`config.mk`:
```
export PLATFORM = sky130hd
export DESIGN_NAME = ps2_host_tx
export DESIGN_NICKNAME = d
export VERILOG_FILES = /design/src/rtl/ps2_host_tx.sv
export SDC_FILE = /design/constraint.sdc
export NUM_CORES = 1
export LEC_CHECK = 0
export BUFFER_PORTS_ARGS = -buffer_cell sky130_fd_sc_hd__buf_2
export CORE_MARGIN = 5
export CORE_UTILIZATION = 64
export CTS_BUF_LIST = sky130_fd_sc_hd__clkbuf_16
export DETAILED_ROUTE_END_ITERATION = 8
export PLACE_DENSITY = 0.84
export RECOVER_POWER = 25
export SLEW_MARGIN = 20
export SYNTH_ARGS = -nofsm -noshare
export SYNTH_HDL_FRONTEND = slang
export SYNTH_SLANG_ARGS = --single-unit
export TNS_END_PERCENT = 1
```
`constraint.sdc`:
```
create_clock -name clk -period 6 [get_ports clk]
set_input_delay 0.6 -clock clk [delete_from_list [all_inputs] [get_ports clk]]
set_output_delay 0.6 -clock clk [all_outputs]
set_load 0.01 [all_outputs]
```
`src/rtl/ps2_host_tx.sv`:
```
// PS/2 host-to-device transmitter: inhibit, request-to-send, then shift a byte plus odd parity
// out on device-generated clock edges, check the device ACK, and report done/err.
//
// state     | meaning
// IDLE      | lines released, waiting for tx_start
// INHIBIT   | clock held low for INHIBIT_CYCLES
// RTS       | clock and data low for one cycle (start bit)
// SEND      | data bits, parity and stop driven after each device falling edge
// ACK       | sample device acknowledge on the next falling edge
// WAIT_IDLE | wait for both lines high before signalling done
module ps2_host_tx #(
    parameter int INHIBIT_CYCLES = 10000,
    parameter int TIMEOUT_CYCLES = 2000000
) (
    input  logic       clk,
    input  logic       rst,
    input  logic [7:0] tx_data,
    input  logic       tx_start,
    input  logic       ps2_clk_in,
    input  logic       ps2_data_in,
    output logic       ps2_clk_oe,
    output logic       ps2_data_oe,
    output logic       busy,
    output logic       done,
    output logic       err
);
    localparam logic [2:0] S_IDLE      = 3'd0;
    localparam logic [2:0] S_INHIBIT   = 3'd1;
    localparam logic [2:0] S_RTS       = 3'd2;
    localparam logic [2:0] S_SEND      = 3'd3;
    localparam logic [2:0] S_ACK       = 3'd4;
    localparam logic [2:0] S_WAIT_IDLE = 3'd5;

    localparam int MAXC = (INHIBIT_CYCLES > TIMEOUT_CYCLES) ? INHIBIT_CYCLES : TIMEOUT_CYCLES;
    localparam int CW   = $clog2(MAXC + 1);
    localparam logic [CW-1:0] INH_LOAD = CW'(INHIBIT_CYCLES - 1);
    localparam logic [CW-1:0] TMO_LOAD = CW'(TIMEOUT_CYCLES - 1);

    logic [1:0]    clk_sync_q, data_sync_q;
    logic          clk_prev_q;
    logic          fall;

    logic [2:0]    state_q, state_d;
    logic [CW-1:0] cnt_q, cnt_d;
    logic [3:0]    edge_q, edge_d;
    logic [8:0]    shift_q, shift_d;
    logic          clk_oe_q, clk_oe_d, data_oe_q, data_oe_d;
    logic          busy_q, busy_d, done_q, done_d, err_q, err_d;
    logic          timeout;

    always_ff @(posedge clk or posedge rst) begin
        if (rst) begin
            clk_sync_q  <= 2'b11;
            data_sync_q <= 2'b11;
            clk_prev_q  <= 1'b1;
        end else begin
            clk_sync_q  <= {clk_sync_q[0], ps2_clk_in};
            data_sync_q <= {data_sync_q[0], ps2_data_in};
            clk_prev_q  <= clk_sync_q[1];
        end
    end

    assign fall = clk_prev_q & ~clk_sync_q[1];

    always_comb begin
        state_d   = state_q;
        cnt_d     = cnt_q;
        edge_d    = edge_q;
        shift_d   = shift_q;
        clk_oe_d  = clk_oe_q;
        data_oe_d = data_oe_q;
        busy_d    = busy_q;
        done_d    = 1'b0;
        err_d     = err_q;
        timeout   = 1'b0;
        case (state_q)
            S_IDLE: begin
                // a start coinciding with the done pulse is deliberately dropped
                if (tx_start && !done_q) begin
                    shift_d   = {~^tx_data, tx_data};
                    err_d     = 1'b0;
                    clk_oe_d  = 1'b1;
                    data_oe_d = 1'b0;
                    busy_d    = 1'b1;
                    cnt_d     = INH_LOAD;
                    state_d   = S_INHIBIT;
                end
            end
            S_INHIBIT: begin
                if (cnt_q == '0) begin
                    data_oe_d = 1'b1;
                    state_d   = S_RTS;
                end else begin
                    cnt_d = cnt_q - 1'b1;
                end
            end
            S_RTS: begin
                clk_oe_d = 1'b0;
                edge_d   = 4'd0;
                cnt_d    = TMO_LOAD;
                state_d  = S_SEND;
            end
            S_SEND: begin
                if (fall) begin
                    cnt_d  = TMO_LOAD;
                    edge_d = edge_q + 4'd1;
                    if (edge_q == 4'd9) begin
                        data_oe_d = 1'b0;
                        state_d   = S_ACK;
                    end else begin
                        data_oe_d = ~shift_q[0];
                        shift_d   = {1'b0, shift_q[8:1]};
                    end
                end else if (cnt_q == '0) begin
                    timeout = 1'b1;
                end else begin
                    cnt_d = cnt_q - 1'b1;
                end
            end
            S_ACK: begin
                if (fall) begin
                    cnt_d   = TMO_LOAD;
                    err_d   = data_sync_q[1];
                    state_d = S_WAIT_IDLE;
                end else if (cnt_q == '0) begin
                    timeout = 1'b1;
                end else begin
                    cnt_d = cnt_q - 1'b1;
                end
            end
            S_WAIT_IDLE: begin
                if (clk_sync_q[1] && data_sync_q[1]) begin
                    done_d  = 1'b1;
                    busy_d  = 1'b0;
                    state_d = S_IDLE;
                end else if (fall) begin
                    cnt_d = TMO_LOAD;
                end else if (cnt_q == '0) begin
                    timeout = 1'b1;
                end else begin
                    cnt_d = cnt_q - 1'b1;
                end
            end
            default: state_d = S_IDLE;
        endcase
        if (timeout) begin
            clk_oe_d  = 1'b0;
            data_oe_d = 1'b0;
            err_d     = 1'b1;
            done_d    = 1'b1;
            busy_d    = 1'b0;
            state_d   = S_IDLE;
        end
    end

    always_ff @(posedge clk or posedge rst) begin
        if (rst) begin
            state_q   <= S_IDLE;
            cnt_q     <= '0;
            edge_q    <= 4'd0;
            shift_q   <= 9'd0;
            clk_oe_q  <= 1'b0;
            data_oe_q <= 1'b0;
            busy_q    <= 1'b0;
            done_q    <= 1'b0;
            err_q     <= 1'b0;
        end else begin
            state_q   <= state_d;
            cnt_q     <= cnt_d;
            edge_q    <= edge_d;
            shift_q   <= shift_d;
            clk_oe_q  <= clk_oe_d;
            data_oe_q <= data_oe_d;
            busy_q    <= busy_d;
            done_q    <= done_d;
            err_q     <= err_d;
        end
    end

    assign ps2_clk_oe  = clk_oe_q;
    assign ps2_data_oe = data_oe_q;
    assign busy        = busy_q;
    assign done        = done_q;
    assign err         = err_q;
endmodule
```
**Yosys cells after proc, flatten, opt, wreduce, memory -nomap -nowiden**

Index checks and enable logic that the tools add are counted.

- Add/sub/neg operators: 2
- Multipliers: 0
- Divide/modulo/power cells: 0
- Order comparisons: 0
- Equality and inequality tests: 16
- Shift operators: 0
- Multiplexer cells: 41
- Bitwise operators: 3
- Reductions and logical operators: 22

Operators with widths:

| cell | number |
|---|---|
| 21-bit one-hot mux with 5 select lines | 1 |
| 21-bit two-way mux | 4 |
| 9-bit two-way mux | 3 |
| 21-bit logical NOT | 1 |
| 3-bit two-way mux | 7 |
| 21-bit by 1-bit subtractor with 21-bit output (second input constant) | 1 |
| 3-bit inequality test (second input constant) | 6 |
| 3-bit one-hot mux with 6 select lines | 1 |
| 9-bit one-hot mux with 2 select lines | 1 |
| 1-bit two-way mux | 17 |
| 3-bit AND reduction | 3 |
| 3-bit nonzero test | 3 |
| 2-bit inequality test (second input constant) | 4 |
| 1-bit one-hot mux with 2 select lines | 4 |
| 4-bit one-hot mux with 2 select lines | 1 |
| 4-bit AND reduction | 2 |
| 8-bit XNOR reduction | 1 |
| 3-bit by 2-bit == test with 1-bit output (second input constant) | 2 |
| 3-bit == test (second input constant) | 2 |
| 6-bit AND reduction | 1 |
| 5-bit nonzero test | 1 |
| 4-bit by 1-bit adder with 4-bit output (second input constant) | 1 |
| 4-bit == test (second input constant) | 1 |
| 4-bit two-way mux | 1 |
| other kinds (11) | 15 |

- Flip-flop bits (word level): 47
- Bits in latches: 0
- RAM bits: 0
- Bits in read-only memories: 0
- Input bits: 13
- Output and inout port bits: 5
- Word-level logic and storage cells: 96
- Memories: 0

**Depth between registers and ports, before layout**

Gate-level depths: netlist (run 1).

- Depth in word-level cells: 7
- Depth in mapped cells: 8

**Worst setup path before layout (run 1)**

No wires, ideal clock.

- Path kind: flip-flop to flip-flop
- Start point: register cnt_q[0]
- End point: register state_q[1]
- Library setup time: 0.124 ns
- Data arrival time: 2.292 ns
- Data required time: 5.876 ns
- Path slack: 3.584 ns
- Stages on the path, launching flop included: 9
- Path buffers: 1
- Cell sequence: dfrtp_1 > inv_1 > ha_1 > or4b_1 > or4_1 > buf_2 > nor4_4 > nor3_1 > a211o_1

- Cells in the longest elaborated chain, start to end: 7
- Elaborated cells on any way between the ends: 13

RTL lines:

| what | line | RTL |
|---|---|---|
| from (decl) | 44 | `logic [CW-1:0] cnt_q, cnt_d;` |
| from (signal assigned) | 169 | `cnt_q <= cnt_d;` |
| 21-bit logical NOT (*) | n/a |  |
| 1-bit two-way mux | 114, 125, 138 |  |
| 1-bit two-way mux | 104 | `if (fall) begin` |
| 1-bit two-way mux | 132 | `if (clk_sync_q[1] && data_sync_q[1]) begin` |
| 1-bit one-hot mux with 2 select lines | 76 | `case (state_q)` |
| 3-bit inequality test (no line) | n/a |  |
| 6-bit AND reduction (no line) | n/a |  |
| to (signal assigned) | 168 | `state_q <= state_d;` |
| to (decl) | 43 | `logic [2:0] state_q, state_d;` |

Mark *: on every way between the ends. The rest lies on a longest branch, timed or not.
A chain may end at the register's enable or synchronous reset.

**Final worst setup path (run 1)**

- Start point: register state_q[0]
- End point: register shift_q[7]

- Cells in the longest elaborated chain, start to end: 3
- Elaborated cells on any way between the ends: 8

RTL lines:

| what | line | RTL |
|---|---|---|
| 3-bit by 2-bit == test with 1-bit output / 3-bit logical NOT (equally long branches) | 76 |  |
| 2-bit inequality test (no line) / 2-bit nonzero test (equally long branches) | n/a |  |
| 4-bit AND reduction (no line) | n/a |  |
| to (signal assigned) | 171 | `shift_q <= shift_d;` |
| to (decl) | 46 | `logic [8:0] shift_q, shift_d;` |

Several ways; a longest one is shown, not always the timed one.

==> flow_summary_export.csv, run 1 <==
group,metric,value,unit
timing,rsz0062_at_grt,"no",
grt,grt_usage,0.2455,
timing,finalHoldViolations,0,
timing,finalCritPeriodShare,0.4642,
grt,grt_pass1_wl,10.78,mm
place,port-buffer-count,17,
worst_setup_path,cp_slowest_cell,"a211oi_2",
grt,grt_max_degree,48,
place,dp_slack,3.258,ns
yosys,yosysWarnings,0,
worst_setup_path,rr_worst_depth,5,
worst_setup_path,crit_path_end_kind,"register",
worst_setup_path,crit_fanout,19,
clocking,root_buffer,"clkbuf_16",
power,powerDensity,393.1,nW/um2
yosys,yosysUniqueCellTypes,57,
clocking,ctsResizeCount,0,
detailed_routing,wl_met2,3.048,mm
finish,antenna_cells,0,
timing,setup_slack,3.215,ns
outcome,violations,"max-capacitance violations, max-slew violations",
detailed_routing,drc,0,
detailed_routing,routedWlPerCell,17.04,um
yosys,async_flop_share,1.000,
timing,fin_worst_hold_slack,0.3559,ns
clocking,clkLatencyLatePin,0.29,ns
yosys,avgSynthCellArea,8.810,um2
yosys,ys_seq_area_frac,0.4288,
grt,grt_pass1_vias,2312,
job,drv_cap,1,
worst_setup_path,worst_path_largest_cell_delay,0.68,ns
detailed_routing,drt_iter0_markers,354,
worst_setup_path,crit_type,"register to register",
yosys,syn-cell-area,2758,um2
clocking,htreeDepth,2,
finish,final_layout_size_suffix_gt1_frac,0.1265,
yosys,syn_inst,313,
worst_setup_path,r2r_start,"state_q[0]",
timing,worst_pin_slew,1.773,ns
finish,syn_to_final_growth,9.574,%
worst_setup_path,cp_cell_sequence,"nand3b_1 > a31oi_1 > o21ai_1 > a211oi_2 > mux2_2",
hold_path,hold_class,"register to register",
clocking,cts_sinks,47,
yosys,netlist.area_leader.share,0.3811,
yosys,synth_top_area_cell,"dfrtp_1",
timing,fmax,0.3591,GHz
power,internal_power,0.7811,mW
worst_setup_path,cp.required,6.17,ns
power,p_leak,1.314,nW
clocking,cts_setup_buffers,0,
detailed_routing,avgViaCountPerCell,6.644,
power,fin_total_pwr,1.188,mW
power,switching_share,0.3425,
power,p_sw,0.4069,mW
floorplanning,die_x,75.64,um
worst_setup_path,startpoint_type,"register",
detailed_routing,wl_met1,2.754,mm
floorplanning,die_area,5721,um2
place,gp_congestion,0.8668,
power,clkPwrFrac,0.259,
clocking,cts_made_buffers,5,
detailed_routing,route.met3.wl,420,um
floorplanning,io_pins,18,
grt,gr-total-overflow,0,
clocking,cts_hold_buf,0,
place,place_area,2858,um2
power,peakVddDrop,0.2399,mV
hold_path,min-delay-start,"data_sync_q[0]",
timing,setup_violations,0,
clocking,cts_buffer_depth,2,
yosys,ys_seq_elements,47,
power,combPwrFrac,0.302,
floorplanning,start_util,0.6748,
place,dpl.hpwl,4.388,mm
yosys,synthTopCellsByCount,"dfrtp_1, nand2_1, a21oi_1, nor2_1, o21ai_0",
detailed_routing,dr.pass1.iters,5,
timing,min_period,2.785,ns
detailed_routing,routed_wl,6.372,mm
yosys,ys.flop_type,"dfrtp_1",
finish,design_area,3022,um2
finish,final_core_util,0.7394,
power,seq_power_share,0.439,
detailed_routing,vias,2485,
finish,nNetsFinal,339,
clocking,cts_tree,"done",
yosys,synthesis.nets,329,
timing,slew-limit-headroom,-0.1834,
detailed_routing,ant_nets,0,
timing,drv_slew,48,
worst_setup_path,arrival,2.96,ns
detailed_routing,top_layer,"met4",
yosys,synth-edff-count,0,
worst_setup_path,startpoint,"state_q[0]",
hold_path,holdPathStages,0,
outcome,status,"complete, but fails checks",
grt,antenna_found_initial,0,
yosys,synthTopCellsByArea,"dfrtp_1, nand2_1, dfstp_2, a21oi_1, o21ai_0",
timing,setup_tns,0,ns
timing,final.setup_skew,0.003735,ns
floorplanning,core,4086,um2
place,placed_cells,366,
floorplanning,placementRows,23,
finish,final_cells,374,
floorplanning,die_h,75.64,um
clocking,clk_pin_slew,0.06,ns
yosys,synthMostInstantiatedCell,"dfrtp_1",
worst paths after layout:
| check | endpoint | slack (ns) |
|---|---|---|
| min reg2reg | data_sync_q[1] | 0.36 |
| min | data_sync_q[1] | 0.36 |
| max reg2reg | shift_q[7] | 3.21 |
| max in group asynchronous | ps2_data_oe | 4.10 |
| min in group asynchronous | shift_q[5] | 0.88 |
| max | shift_q[7] | 3.21 |
registers in the layout (all words and copies together), names as in the netlist:
register and flops:
edge_q 4, done 1, err 1, clk_sync_q 2
state_q 3, ps2_clk_oe 1, clk_prev_q 1, cnt_q 21
shift_q 9, busy 1, data_sync_q 2, ps2_data_oe 1
power groups by stage:
| stage | logic [mW] | clock network (mW) | registers (mW) |
|---|---|---|---|
| 2_1_floorplan | 0.283 | 0 | 0.504 |
| 3_3_place_gp | 0.344 | 0 | 0.518 |
| 3_5_place_dp | 0.355 | 0 | 0.522 |
| 4_1_cts | 0.358 | 0.311 | 0.518 |
| 5_1_grt | 0.402 | 0.326 | 0.535 |
| 6_report | 0.359 | 0.308 | 0.521 |
cells by family after synthesis:
group	share of synthesized area
AOI/OAI and AO/OA	0.2464
and+or+nand+nor	0.2074
buffers and inverters	0.04174
adders and majority gates	0.01361
DFF	0.4288
muxes	0.03993
xor gates and xnor gates	0.02223
final cells by class:
type                            count  area (um2)
Sequential cell                    47        1182
Clock inverter                      3       38.79
Tap cell                           50       62.56
Clock buffer                        5       125.1
Multi-Input combinational cell    236        1460
Inverter                           14       52.55
Fill cell                         299        1065
Timing Repair Buffer               19       100.1
placed cells by master, fill, tap and decap left out, types with 4 or more instances in the layout:
cell | netlist | layout
dfrtp_1 | 42 | 42
nand2_1 | 39 | 39
a21oi_1 | 22 | 22
nor2_1 | 19 | 19
buf_2 | 2 | 17
o21ai_0 | 15 | 15
inv_1 | 14 | 14
nor3_1 | 12 | 12
a31oi_1 | 10 | 10
nand3_1 | 9 | 9
o21ai_1 | 7 | 7
nand2b_1 | 6 | 6
a211o_1 | 6 | 6
xnor2_1 | 6 | 6
mux2_2 | 6 | 6
o31ai_1 | 5 | 5
nand4_1 | 5 | 5
a21o_1 | 5 | 5
clkbuf_16 | 0 | 5
nor2b_1 | 4 | 4
or3_1 | 4 | 4
or4_1 | 4 | 4
dfstp_2 | 5 | 4
worst max-delay path, delay by kind of cell, from the launching register on:
family	cells	cell delay (ns)
AOI/OAI and AO/OA	3	1.22
DFF	1	0.65
muxes	1	0.41
and+or+nand+nor	1	0.38
routing by layer:
metal,track usage,vias up
li1,-,1171
met1,0.3246,1170
met2,0.4036,118
met3,0.04881,26
met4,0.08544,0
met5,0,-
No activity file was read; power rests on OpenSTA's default activity.
==> run 2, diff against run 1 <==
--- a/config.mk
+++ b/config.mk
@@ -7,10 +7,10 @@
 export LEC_CHECK = 0
 export BUFFER_PORTS_ARGS = -buffer_cell sky130_fd_sc_hd__buf_2
 export CORE_MARGIN = 5
-export CORE_UTILIZATION = 64
+export CORE_UTILIZATION = 54
 export CTS_BUF_LIST = sky130_fd_sc_hd__clkbuf_16
 export DETAILED_ROUTE_END_ITERATION = 8
-export PLACE_DENSITY = 0.84
+export PLACE_DENSITY = 0.75
 export RECOVER_POWER = 25
 export SLEW_MARGIN = 20
 export SYNTH_ARGS = -nofsm -noshare
==> constraint.sdc (replaced) <==
create_clock -name clk -period 2.55 [get_ports clk]
set_input_delay 0.255 -clock clk [delete_from_list [all_inputs] [get_ports clk]]
set_output_delay 0.255 -clock clk [all_outputs]
set_load 0.01 [all_outputs]
==> run 2 against run 1 <==
Net effect:
- the flow still finishes with violations (max-capacitance violations, max-slew violations)
- die area rose by 16%
- combinational power rose to 2.6 times the previous value
- register-to-register slack got worse by 3.1 ns
- final area rose by 5.1%
- fmax rose by 16%
- clock skew rose by 0.0030 ns
- global-route usage fell by 2.8 points
- largest power group unchanged
==> flow_summary_export.csv, run 2 (synthesized netlist as in run 1, its figures left out) <==
group,metric,value,unit
detailed_routing,ant_nets,0,
place,dp_slack,0.05985,ns
clocking,cts_hold_buf,0,
detailed_routing,dr.pass1.iters,5,
grt,grt_pass1_vias,2341,
hold_path,holdPathStages,1,
finish,syn_to_final_growth,15.11,%
timing,fin_worst_hold_slack,0.06219,ns
finish,final_common_cell,"dfrtp_1",
timing,setup_slack,0.1575,ns
clocking,root_buffer,"clkbuf_16",
detailed_routing,routed_wl,6.604,mm
timing,worst_pin_slew,2.104,ns
power,p_leak,1.384,nW
timing,drv_slew,48,
floorplanning,core,5042,um2
finish,reg_top3,"cnt_q x21, shift_q x9, edge_q x4",
timing,setup_tns,0,ns
timing,slew-limit-headroom,-0.4101,
power,fin_total_pwr,2.808,mW
finish,antenna_cells,0,
finish,final_layout_size_suffix_gt1_frac,0.1842,
clocking,cts_setup_buffers,0,
grt,gr-total-overflow,0,
floorplanning,start_util,0.5469,
worst_setup_path,startpoint_type,"register",
grt,grt_usage,0.2175,
finish,nNetsFinal,357,
finish,fillCellCount,424,
timing,final.setup_skew,0.006750,ns
floorplanning,placementRows,26,
detailed_routing,vias,2492,
clocking,clkLatencyLatePin,0.29,ns
grt,grt_pass1_wl,11.30,mm
power,powerDensity,884.5,nW/um2
place,port-buffer-count,17,
finish,final_cells,412,
worst_setup_path,rr_worst_depth,8,
timing,rsz0062_at_grt,"no",
place,dpl.hpwl,4.591,mm
grt,antenna_found_initial,0,
clocking,cts_sinks,47,
floorplanning,die_x,81.46,um
timing,min_period,2.392,ns
detailed_routing,drc,0,
worst_setup_path,crit_fanout,6,
worst_setup_path,cp.required,2.72,ns
power,peakVddDrop,0.4335,mV
job,drv_cap,1,
finish,layout_common_cells,"dfrtp_1, nand2_1, a21oi_1",
clocking,htreeDepth,2,
floorplanning,die_h,81.46,um
finish,design_area,3174,um2
place,placed_cells,404,
grt,grt_max_degree,48,
detailed_routing,routedWlPerCell,16.03,um
finish,final_core_util,0.6295,
clocking,cts_buffer_depth,2,
place,place_area,3018,um2
detailed_routing,drt_iter0_markers,230,
floorplanning,io_pins,18,
floorplanning,die_area,6636,um2
finish,largest_reg_flops,21,
worst_setup_path,crit_path_end_kind,"register",
timing,fmax,0.4180,GHz
worst_setup_path,crit_type,"register to register",
place,gp_congestion,0.8681,
outcome,status,"complete, but fails checks",
clocking,clk_pin_slew,0.07,ns
timing,finalHoldViolations,0,
timing,finalCritPeriodShare,0.9382,
clocking,cts_made_buffers,5,
detailed_routing,avgViaCountPerCell,6.049,
hold_path,hold_class,"input pin to register",
clocking,ctsResizeCount,0,
timing,setup_violations,0,
outcome,violations,"max-capacitance violations, max-slew violations",
clocking,cts_tree,"done",
finish,regMostFlops,"cnt_q",
worst_setup_path,arrival,2.57,ns
[run 2: cell types whose count changed in the layout (fill, tap and decap cells not counted), sizes merged]
| cell | before | now |
|---|---|---|
| buf | 19 | 37 |
| bufinv | 1 | 0 |
| clkinv | 2 | 1 |
| clkinvlp | 0 | 2 |
[run 2: where the power goes]
group	total, mW	leakage (nW)	switching, mW	internal (mW)
sequential	1.22	0.561	0.221	1.00
clock	0.642	0.0710	0.283	0.358
combinational	0.942	0.752	0.502	0.440
total	2.81	1.38	1.01	1.80
[run 2: worst paths after layout]
kind	from	endpoint	slack [ns]
max	cnt_q[1]	state_q[0]	0.16
min in group asynchronous	rst	edge_q[2]	0.51
max reg2reg	cnt_q[1]	state_q[0]	0.16
min reg2reg	data_sync_q[0]	data_sync_q[1]	0.36
min	ps2_data_in	data_sync_q[0]	0.06
max in group asynchronous	rst	ps2_clk_oe	1.08
[run 2: worst max-delay path, stage by stage, from the launching register on]
cell     delay (ns)
dfrtp_1        0.39
inv_1          0.06
ha_1           0.16
or4b_1         0.46
or4_4          0.60
nor4_4         0.24
buf_4          0.19
a31oi_1        0.04
o211a_1        0.13
[run 2: layout make-up]
type	instances	area [um2]	share of cell area
sequential	47	1182	0.3725
clock inverter	3	16.27	0.005124
clock buffer	5	125.1	0.03942
timing repair buffer	37	235.2	0.07410
multi-input combinational	236	1474	0.4643
tap	70	87.58	0.02759
inverter	14	53.80	0.01695
[run 2: per-layer routing]
| layer | wire (um) | vias to the layer above | global-route usage |
|---|---|---|---|
| li1 | - | 1211 | - |
| met1 | 2957 | 1181 | 0.2944 |
| met2 | 3178 | 92 | 0.3477 |
| met3 | 389 | 8 | 0.05263 |
| met4 | 79 | 0 | 0.06081 |
| met5 | 0 | - | 0 |
